[src/rtl/pattern_scheduler.sv]
// Steps a latched bullet pattern through its time slots on frame ticks and
// emits one valid/ready spawn event per bullet whose timing matches the slot.
module pattern_scheduler #(
  parameter int NUM_BULLETS    = 24,
  parameter int TIMING_W       = 3,
  parameter int SPEED_W        = 3,
  parameter int DIR_W          = 2,
  parameter int TICKS_PER_SLOT = 30
) (
  input  logic                                 clk_in,
  input  logic                                 rst_in,
  input  logic                                 tick_in,
  input  logic                                 start_in,
  input  logic                                 pattern_valid_in,
  input  logic [NUM_BULLETS*TIMING_W-1:0]      timing_in,
  input  logic [NUM_BULLETS*SPEED_W-1:0]       speed_in,
  input  logic [NUM_BULLETS*DIR_W-1:0]         direction_in,
  input  logic [NUM_BULLETS-1:0]               inversed_in,
  input  logic                                 spawn_ready_in,
  output logic                                 spawn_valid_out,
  output logic [$clog2(NUM_BULLETS)-1:0]       spawn_index_out,
  output logic [SPEED_W-1:0]                   spawn_speed_out,
  output logic [DIR_W-1:0]                     spawn_dir_out,
  output logic                                 spawn_inv_out,
  output logic [TIMING_W-1:0]                  slot_out,
  output logic                                 busy_out,
  output logic                                 done_out
);

  localparam int SLOTS = 2**TIMING_W;
  localparam int IDX_W = $clog2(NUM_BULLETS);
  localparam int CNT_W = $clog2(TICKS_PER_SLOT + 1);

  typedef enum logic [2:0] {
    S_IDLE,
    S_SCAN,
    S_EMIT,
    S_WAIT,
    S_DONE
  } state_t;

  state_t                          r_state, w_state_next;
  logic [NUM_BULLETS*TIMING_W-1:0] r_timing, w_timing_next;
  logic [NUM_BULLETS*SPEED_W-1:0]  r_speed, w_speed_next;
  logic [NUM_BULLETS*DIR_W-1:0]    r_dir, w_dir_next;
  logic [NUM_BULLETS-1:0]          r_inv, w_inv_next;
  logic [TIMING_W-1:0]             r_slot, w_slot_next;
  logic [IDX_W-1:0]                r_idx, w_idx_next;
  logic [CNT_W-1:0]                r_tick_cnt, w_tick_cnt_next;
  logic [IDX_W-1:0]                r_spawn_index, w_spawn_index_next;
  logic [SPEED_W-1:0]              r_spawn_speed, w_spawn_speed_next;
  logic [DIR_W-1:0]                r_spawn_dir, w_spawn_dir_next;
  logic                            r_spawn_inv, w_spawn_inv_next;

  logic [TIMING_W-1:0] w_timing_arr [NUM_BULLETS];
  logic [SPEED_W-1:0]  w_speed_arr  [NUM_BULLETS];
  logic [DIR_W-1:0]    w_dir_arr    [NUM_BULLETS];

  for (genvar gi = 0; gi < NUM_BULLETS; gi++) begin : g_unpack
    assign w_timing_arr[gi] = r_timing[gi*TIMING_W +: TIMING_W];
    assign w_speed_arr[gi]  = r_speed[gi*SPEED_W +: SPEED_W];
    assign w_dir_arr[gi]    = r_dir[gi*DIR_W +: DIR_W];
  end

  logic   w_last_idx;
  logic   w_last_slot;
  logic   w_tick_sat;
  logic   w_match;
  state_t w_end_state;

  assign w_last_idx  = (r_idx == IDX_W'(NUM_BULLETS - 1));
  assign w_last_slot = (r_slot == TIMING_W'(SLOTS - 1));
  assign w_tick_sat  = (r_tick_cnt == CNT_W'(TICKS_PER_SLOT));
  assign w_match     = (w_timing_arr[r_idx] == r_slot);
  // Final slot finishes without waiting out its ticks.
  assign w_end_state = w_last_slot ? S_DONE : S_WAIT;

  always_comb begin
    w_state_next       = r_state;
    w_timing_next      = r_timing;
    w_speed_next       = r_speed;
    w_dir_next         = r_dir;
    w_inv_next         = r_inv;
    w_slot_next        = r_slot;
    w_idx_next         = r_idx;
    w_tick_cnt_next    = r_tick_cnt;
    w_spawn_index_next = r_spawn_index;
    w_spawn_speed_next = r_spawn_speed;
    w_spawn_dir_next   = r_spawn_dir;
    w_spawn_inv_next   = r_spawn_inv;

    // Ticks beyond saturation are dropped, so a stalled slot never banks time.
    if ((r_state == S_SCAN || r_state == S_EMIT || r_state == S_WAIT) &&
        tick_in && !w_tick_sat) begin
      w_tick_cnt_next = r_tick_cnt + 1'b1;
    end

    case (r_state)
      S_IDLE: begin
        if (start_in && pattern_valid_in) begin
          w_timing_next   = timing_in;
          w_speed_next    = speed_in;
          w_dir_next      = direction_in;
          w_inv_next      = inversed_in;
          w_slot_next     = '0;
          w_idx_next      = '0;
          w_tick_cnt_next = '0;
          w_state_next    = S_SCAN;
        end
      end
      S_SCAN: begin
        if (w_match) begin
          w_spawn_index_next = r_idx;
          w_spawn_speed_next = w_speed_arr[r_idx];
          w_spawn_dir_next   = w_dir_arr[r_idx];
          w_spawn_inv_next   = r_inv[r_idx];
          w_state_next       = S_EMIT;
        end else if (w_last_idx) begin
          w_state_next = w_end_state;
        end else begin
          w_idx_next = r_idx + 1'b1;
        end
      end
      S_EMIT: begin
        if (spawn_ready_in) begin
          if (w_last_idx) begin
            w_state_next = w_end_state;
          end else begin
            w_idx_next   = r_idx + 1'b1;
            w_state_next = S_SCAN;
          end
        end
      end
      S_WAIT: begin
        if (w_tick_sat) begin
          w_slot_next     = r_slot + 1'b1;
          w_idx_next      = '0;
          w_tick_cnt_next = '0;
          w_state_next    = S_SCAN;
        end
      end
      S_DONE: begin
        w_state_next = S_IDLE;
      end
      default: begin
        w_state_next = S_IDLE;
      end
    endcase
  end

  always_ff @(posedge clk_in) begin
    if (rst_in) begin
      r_state       <= S_IDLE;
      r_timing      <= '0;
      r_speed       <= '0;
      r_dir         <= '0;
      r_inv         <= '0;
      r_slot        <= '0;
      r_idx         <= '0;
      r_tick_cnt    <= '0;
      r_spawn_index <= '0;
      r_spawn_speed <= '0;
      r_spawn_dir   <= '0;
      r_spawn_inv   <= 1'b0;
    end else begin
      r_state       <= w_state_next;
      r_timing      <= w_timing_next;
      r_speed       <= w_speed_next;
      r_dir         <= w_dir_next;
      r_inv         <= w_inv_next;
      r_slot        <= w_slot_next;
      r_idx         <= w_idx_next;
      r_tick_cnt    <= w_tick_cnt_next;
      r_spawn_index <= w_spawn_index_next;
      r_spawn_speed <= w_spawn_speed_next;
      r_spawn_dir   <= w_spawn_dir_next;
      r_spawn_inv   <= w_spawn_inv_next;
    end
  end

  assign spawn_valid_out = (r_state == S_EMIT);
  assign spawn_index_out = r_spawn_index;
  assign spawn_speed_out = r_spawn_speed;
  assign spawn_dir_out   = r_spawn_dir;
  assign spawn_inv_out   = r_spawn_inv;
  assign slot_out        = r_slot;
  assign busy_out        = (r_state != S_IDLE);
  assign done_out        = (r_state == S_DONE);

endmodule

[config.mk]
export PLATFORM = sky130hd
export DESIGN_NAME = pattern_scheduler
export DESIGN_NICKNAME = d
export VERILOG_FILES = /design/src/rtl/pattern_scheduler.sv
export SDC_FILE = /design/constraint.sdc
export NUM_CORES = 1
export LEC_CHECK = 0
export ABC_AREA = 1
export BUFFER_PORTS_ARGS = -buffer_cell sky130_fd_sc_hd__buf_2
export CAP_MARGIN = 20
export CORE_ASPECT_RATIO = 0.5
export CORE_MARGIN = 2
export CORE_UTILIZATION = 51
export CTS_BUF_LIST = sky130_fd_sc_hd__clkbuf_4 sky130_fd_sc_hd__clkbuf_8
export DETAILED_ROUTE_END_ITERATION = 6
export PLACE_DENSITY_LB_ADDON = 0.3
export SETUP_SLACK_MARGIN = 0.02
export SKIP_LAST_GASP = 1
export SLEW_MARGIN = 20
export SYNTH_ARGS = -nofsm -noshare
export SYNTH_HDL_FRONTEND = slang
export SYNTH_SLANG_ARGS = --single-unit
export TNS_END_PERCENT = 10
[constraint.sdc]
create_clock -name clk_in -period 1.63 [get_ports clk_in]
set_input_delay 0.2445 -clock clk_in [delete_from_list [all_inputs] [get_ports clk_in]]
set_output_delay 0.2445 -clock clk_in [all_outputs]
set_load 0.02 [all_outputs]
* Word level (Yosys, flattened, before mapping)
Index checks and enable logic that the tools add are counted.
** Storage, ports and cells
- Flip-flop bits (word level) :: 243
- Output and inout port bits :: 17
- Word-level logic and storage cells :: 78
** Operators by class
- $lt $le $gt $ge :: 2
- Muxes and demuxes :: 32
- Reduce and logical (&&, ||, !) cells :: 15
- Bitwise gates (word level) :: 1
- Equality and inequality tests :: 13
- $add $sub $neg :: 3
** Operator list (number)
- $mux 5 :: 8
- $mux 3 :: 13
- $bmux 3 s5 :: 2
- $pmux 5 s4 :: 1
- $pmux 3 s4 :: 1
- $add 5x1->5 const B :: 2
- $bmux 2 s5 :: 1
- $eq 5x5->1 const B :: 2
- $pmux 5 s2 :: 1
- $ne 2x2->1 const B :: 4
- $eq 3x2->1 const B :: 2
- $eq 3x3->1 const B :: 2
- $ge 6x6->1 const B :: 1
- $lt 5x6->1 const B :: 1
- $not 5->6 :: 1
- $pmux 3 s2 :: 1
- $bmux 1 s5 :: 1
- $reduce_and 5->1 :: 1
- $mux 2 :: 2
- $reduce_and 2->1 :: 2
- $reduce_and 4->1 :: 1
- $reduce_bool 4->1 :: 1
- $add 3x1->3 const B :: 1
- $eq 3x1->1 const B :: 1
- other kinds (10) :: 13

* Depth between registers and ports, before layout
- Depth in word-level cells :: 8
- Depth in mapped cells :: 18

* Least setup slack after synthesis
No wires, ideal clock.
- Path kind :: reg2reg
- From :: register r_state[1]
- To :: register r_idx[1]
- Stages on the path, launching flop included :: 12
- Data required time :: 1.502 ns
- Setup slack :: -0.253 ns
- Library setup time :: 0.128 ns
- Arrival time :: 1.756 ns
- Cells stage by stage :: dfxtp_1 > inv_1 > nor3_1 > inv_1 > o21ai_1 > inv_1 > nand2_1 > a21oi_1 > nand2_2 > nand2_1 > o21ai_0 > nor2_1
** On the way
- Cells in the longest elaborated chain, start to end :: 3
- Elaborated cells between the ends (all ways) :: 11
- Classes of those cells :: eq/ne: 7; mux: 1; reduce/logical: 3
** RTL lines
- from (decl) :: RTL line 42 : state_t r_state, w_state_next;
- from (signal assigned) :: RTL line 166 : r_state <= w_state_next;
- $eq 3x2->1 *
- net spawn_valid_out :: RTL line 20 : output logic spawn_valid_out,
- $reduce_bool 4->1 (no line) or $ne 2x2->1 (tied branches)
- $reduce_and 5->1 (no line)
- to (signal assigned) :: RTL line 172 : r_idx <= w_idx_next;
- to (decl) :: RTL line 48 : logic [IDX_W-1:0] r_idx, w_idx_next;
Mark *: on every way through the listed nets, which the timed path passes. The rest lies on a longest branch.
A chain may end at the register's enable or synchronous reset.

* Final worst setup path
- From :: register r_idx[0]
- To :: register r_idx[3]
** On the way
- Cells in the longest elaborated chain, start to end :: 7
- Elaborated cells between the ends (all ways) :: 13
- Classes of those cells :: add/sub: 1; eq/ne: 3; mux: 7; bitwise: 1; reduce/logical: 1
** RTL lines
- $not 5->6 (implied by the code) :: RTL line 74 : assign w_match = (w_timing_arr[r_idx] == r_slot);
- $bmux 3 s5 :: RTL line 74
- $mux 3 (implied by the code) (2 in a row) :: RTL line 74
- $eq 3x3->1 :: RTL line 74
- $ne 2x2->1 (no line)
- $reduce_and 5->1 (no line)
Parallel ways exist; a longest one is shown, timed or not. The select of a mux whose other input is x is not followed.

==> metrics.txt <==
result of the run complete, but fails checks; violations in the final reports design-rule violations, negative setup slack; average size of a mapped cell 7.08 sq um; Total Routed Length 38900 microns; final period utilization 128%; signal arrival time at the worst endpoint 2480 ps; number of warnings issued by yosys 0; leading area contributor after synthesis sky130_fd_sc_hd__dfxtp_1; post-synthesis adder-cell area fraction 0.575%; GRT Total Usage 32.5%; total area of sequential cells 0.00487 sq mm; Mapped Area 0.0109 sq mm; Peak VDD IR 0.000784 V; FMAX 0.481 GHz; area fraction in compound gates after synthesis 25.9%; post-route setup TNS -16180 ps; dominant synthesized flop cell sky130_fd_sc_hd__dfxtp_1; Slew Viols, Final 0; clock root buffer master sky130_fd_sc_hd__clkbuf_8; final setup skew 21.1 ps; Layout fillers 1510; clock insertion delay at the later pin of the skew report 540 ps; worst hold path stage count 3; overall overflow remaining after global route 0; setup violators final 188; post-detailed-route wirelength per cell 17.6 microns; leading cell types in the layout, fill and taps excluded sky130_fd_sc_hd__a21oi_1, sky130_fd_sc_hd__dfxtp_1, sky130_fd_sc_hd__buf_2, sky130_fd_sc_hd__o21ai_0, sky130_fd_sc_hd__nand2_1; number of primary I/O pins 239; final-report hold violation count 0; post-detailed-route DRC marker count 7; Post-synth EDFFs 0; pin count of the biggest net entering global routing 120; switching power share of the total 39.2%; max-cap violation count 0; logic depth of the worst register-to-register path 16; count of mapped cells out of synthesis 1537; type of origin of the critical path flip-flop; nets@finish 2138; DP Worst Slack -351 ps; highest fanout seen on the critical path 8; worst-case headroom to the max-slew limit 60.2%; layout cells sized above 1 24.2%; initial antenna violation count 0; placement row count 37; setup repair after global routing missed its margin true; via count of the first global-routing pass 11907; transition time of the tightest slew-check pin 597 ps; TritonCTS clock tree done; Syn-to-layout area delta 41.1%; final weighted congestion in routability-driven placement 0.848; share of power burned in registers 32.0%; Critical Path End Type flip-flop; main combinational cell family by area after synthesis compound AO/OA/AOI/OAI gates; H-tree level count 2; Initial Utilization 52.4%; basic-gate share of the synthesized area counting and, or, nand and nor cells 18.1%; net count after synthesis 1764; most common library cell in the layout ignoring fill and taps sky130_fd_sc_hd__a21oi_1; number of buffers created by CTS 36; placed wire-length estimate after detailed placement 22700 microns; Static Leakage 6.34 nW; area of the die 0.0226 sq mm; slack of the critical path -450 ps; cells taking the most area after synthesis sky130_fd_sc_hd__dfxtp_1, sky130_fd_sc_hd__a21oi_1, sky130_fd_sc_hd__o21ai_0; final critical delay including setup and external delays 2080 ps; first-pass iteration count of the detailed router 7; register clock-pin slew on the reported worst setup and hold paths 70 ps; fraction of power consumed by the clock network 23.6%; post-synthesis register bit count 243; xor/xnor share of the synthesized area 0.483%; post-synth top area share 44.7%; Max Root-Sink Buffers 3; Net Sw Power 0.00879 W; overall via count from detail_route 12526; y dimension of the die 107 microns; placeable core region 0.0207 sq mm; number of distinct library cells after synthesis 31; combinational power share 44.5%; Data required, critical path 2030 ps; Async S/R FF share, synth 0%; worst hold path type in2reg; Starting DRT DRC Count 1382; kind of critical path reg2reg; first-pass GRT wire length 59000 microns; multiplexer share of the synthesized area 0%; share of the yosys chip area belonging to registers 44.7%; area occupied by multi-input gates 0.00514 sq mm; power per cell area 1460 mW/mm^2; port bufs 238; die boundary width 211 microns; antenna viol nets, final 0; via density per instance 5.67; Num Clock Sinks 243; Int Power 0.0137 W
## worst max-delay path, stage by stage (launching register included)
cell and delay (ps):
sky130_fd_sc_hd__dfxtp_4 370, sky130_fd_sc_hd__buf_12 160, sky130_fd_sc_hd__clkbuf_16 170, sky130_fd_sc_hd__nand2_2 80, sky130_fd_sc_hd__nand3_2 70, sky130_fd_sc_hd__nand3_2 60, sky130_fd_sc_hd__nand3_2 70, sky130_fd_sc_hd__nand2_1 70
sky130_fd_sc_hd__nand2_1 70, sky130_fd_sc_hd__nand2_1 90, sky130_fd_sc_hd__nand2_1 70, sky130_fd_sc_hd__nand2_2 100, sky130_fd_sc_hd__nand4_4 200, sky130_fd_sc_hd__nand2_4 180, sky130_fd_sc_hd__inv_2 60, sky130_fd_sc_hd__nand2_1 50
sky130_fd_sc_hd__a21oi_1 60
## kinds of logic (layout without fill, tap and decap cells)
group | Yosys count | in the layout
fa+ha+maj | 5 | 5
buf+inv | 278 | 677
simple gates | 454 | 454
xor+xnor | 6 | 6
compound gates | 551 | 551
other cells | 0 | 1
flops | 243 | 243
## power groups by stage
| stage | Clock, W | Combinational (W) | Sequential (W) |
|---|---|---|---|
| 6_report | 0.00529 | 0.00998 | 0.00718 |
| 5_1_grt | 0.00556 | 0.0108 | 0.00725 |
| 4_1_cts | 0.00527 | 0.00855 | 0.00716 |
| 3_5_place_dp | 0 | 0.00762 | 0.00727 |
| 3_3_place_gp | 0 | 0.00736 | 0.00723 |
| 2_1_floorplan | 0 | 0.00537 | 0.00718 |
## area by class of cell
class / instances / share of cell area, %
tap: 273 / 2.23
clock buffer: 54 / 4.35
clock inverter: 9 / 0.489
timing repair inverter: 2 / 0.130
sequential: 243 / 31.8
multi-input combinational: 1016 / 33.5
inverter: 149 / 3.79
antenna: 1 / 0.0163
timing repair buffer: 463 / 23.8
## per-stage QoR
| step | hold WS, ps | instance area [sq um] | util, % | cells | power (W) |
|---|---|---|---|---|---|
| final | 9.22 | 15300 | 74.0 | 2210 | 0.0224 |
| after global routing | 8.33 | 15300 | 74.0 | 2209 | 0.0236 |
| after CTS | 0.234 | 14900 | 71.8 | 2192 | 0.0210 |
| after detailed placement | 441 | 12600 | 60.8 | 1987 | 0.0149 |
| after global placement | 438 | 12600 | 60.8 | 1987 | 0.0146 |
| after floorplan | 412 | 10900 | - | 1537 | 0.0125 |
## routing by layer
| metal | GRT usage [%] | vias up | wire [microns] | share of wire [%] |
|---|---|---|---|---|
| li1 | - | 5899 | - | - |
| met1 | 42.4 | 5756 | 16100 | 41 |
| met2 | 53.7 | 738 | 18100 | 46 |
| met3 | 5.83 | 133 | 3310 | 8.5 |
| met4 | 13.6 | 0 | 1400 | 3.6 |
| met5 | 0 | - | 0 | 0 |
## state kept, by name, indices dropped and copies added (netlist names)
name	cells
r_state	3
spawn_dir_out	2
r_dir	48
spawn_index_out	5
r_speed	72
r_inv	24
r_idx	5
r_timing	72
spawn_inv_out	1
slot_out	3
r_tick_cnt	5
spawn_speed_out	3
## Yosys cell counts (2+ instances only)
| library cell | count |
|---|---|
| sky130_fd_sc_hd__inv_1 | 141 |
| sky130_fd_sc_hd__o21ai_0 | 224 |
| sky130_fd_sc_hd__nor3_1 | 4 |
| sky130_fd_sc_hd__nor2_1 | 39 |
| sky130_fd_sc_hd__a21oi_1 | 299 |
| sky130_fd_sc_hd__clkinv_1 | 2 |
| sky130_fd_sc_hd__buf_4 | 9 |
| sky130_fd_sc_hd__a211oi_1 | 2 |
| sky130_fd_sc_hd__buf_6 | 2 |
| sky130_fd_sc_hd__buf_2 | 16 |
| sky130_fd_sc_hd__o211ai_1 | 18 |
| sky130_fd_sc_hd__dfxtp_1 | 243 |
| sky130_fd_sc_hd__nand3_1 | 178 |
| sky130_fd_sc_hd__clkbuf_1 | 100 |
| sky130_fd_sc_hd__nand2_1 | 225 |
| sky130_fd_sc_hd__xor2_1 | 5 |
| sky130_fd_sc_hd__nand2_2 | 3 |
| sky130_fd_sc_hd__o21a_1 | 2 |
| sky130_fd_sc_hd__o21ai_1 | 4 |
| sky130_fd_sc_hd__ha_1 | 5 |
| sky130_fd_sc_hd__buf_1 | 2 |
| sky130_fd_sc_hd__inv_2 | 5 |
## final timing paths
kind	start	endpoint	slack [ps]
max	r_idx[0]$_SDFFE_PP0P_	r_idx[3]$_SDFFE_PP0P_	-450
max reg2reg	r_idx[0]$_SDFFE_PP0P_	r_idx[3]$_SDFFE_PP0P_	-450
min reg2reg	r_dir[47]$_SDFFE_PP0P_	r_dir[47]$_SDFFE_PP0P_	460
min	timing_in[55]	r_timing[55]$_SDFFE_PP0P_	9
## what timing repair did
| action | 4_1_cts | 5_1_grt |
|---|---|---|
| pin swaps | 6 | 18 |
| hold endpoints to repair | 138 | 0 |
| hold buffers | 138 | 0 |
| endpoints found under the setup margin | 25 | 198 |
| cloned | 4 | 8 |
| setup buffers | 0 | 9 |
| resized for setup | 19 | 68 |
Note: power is estimated with default switching activity, not from simulation.
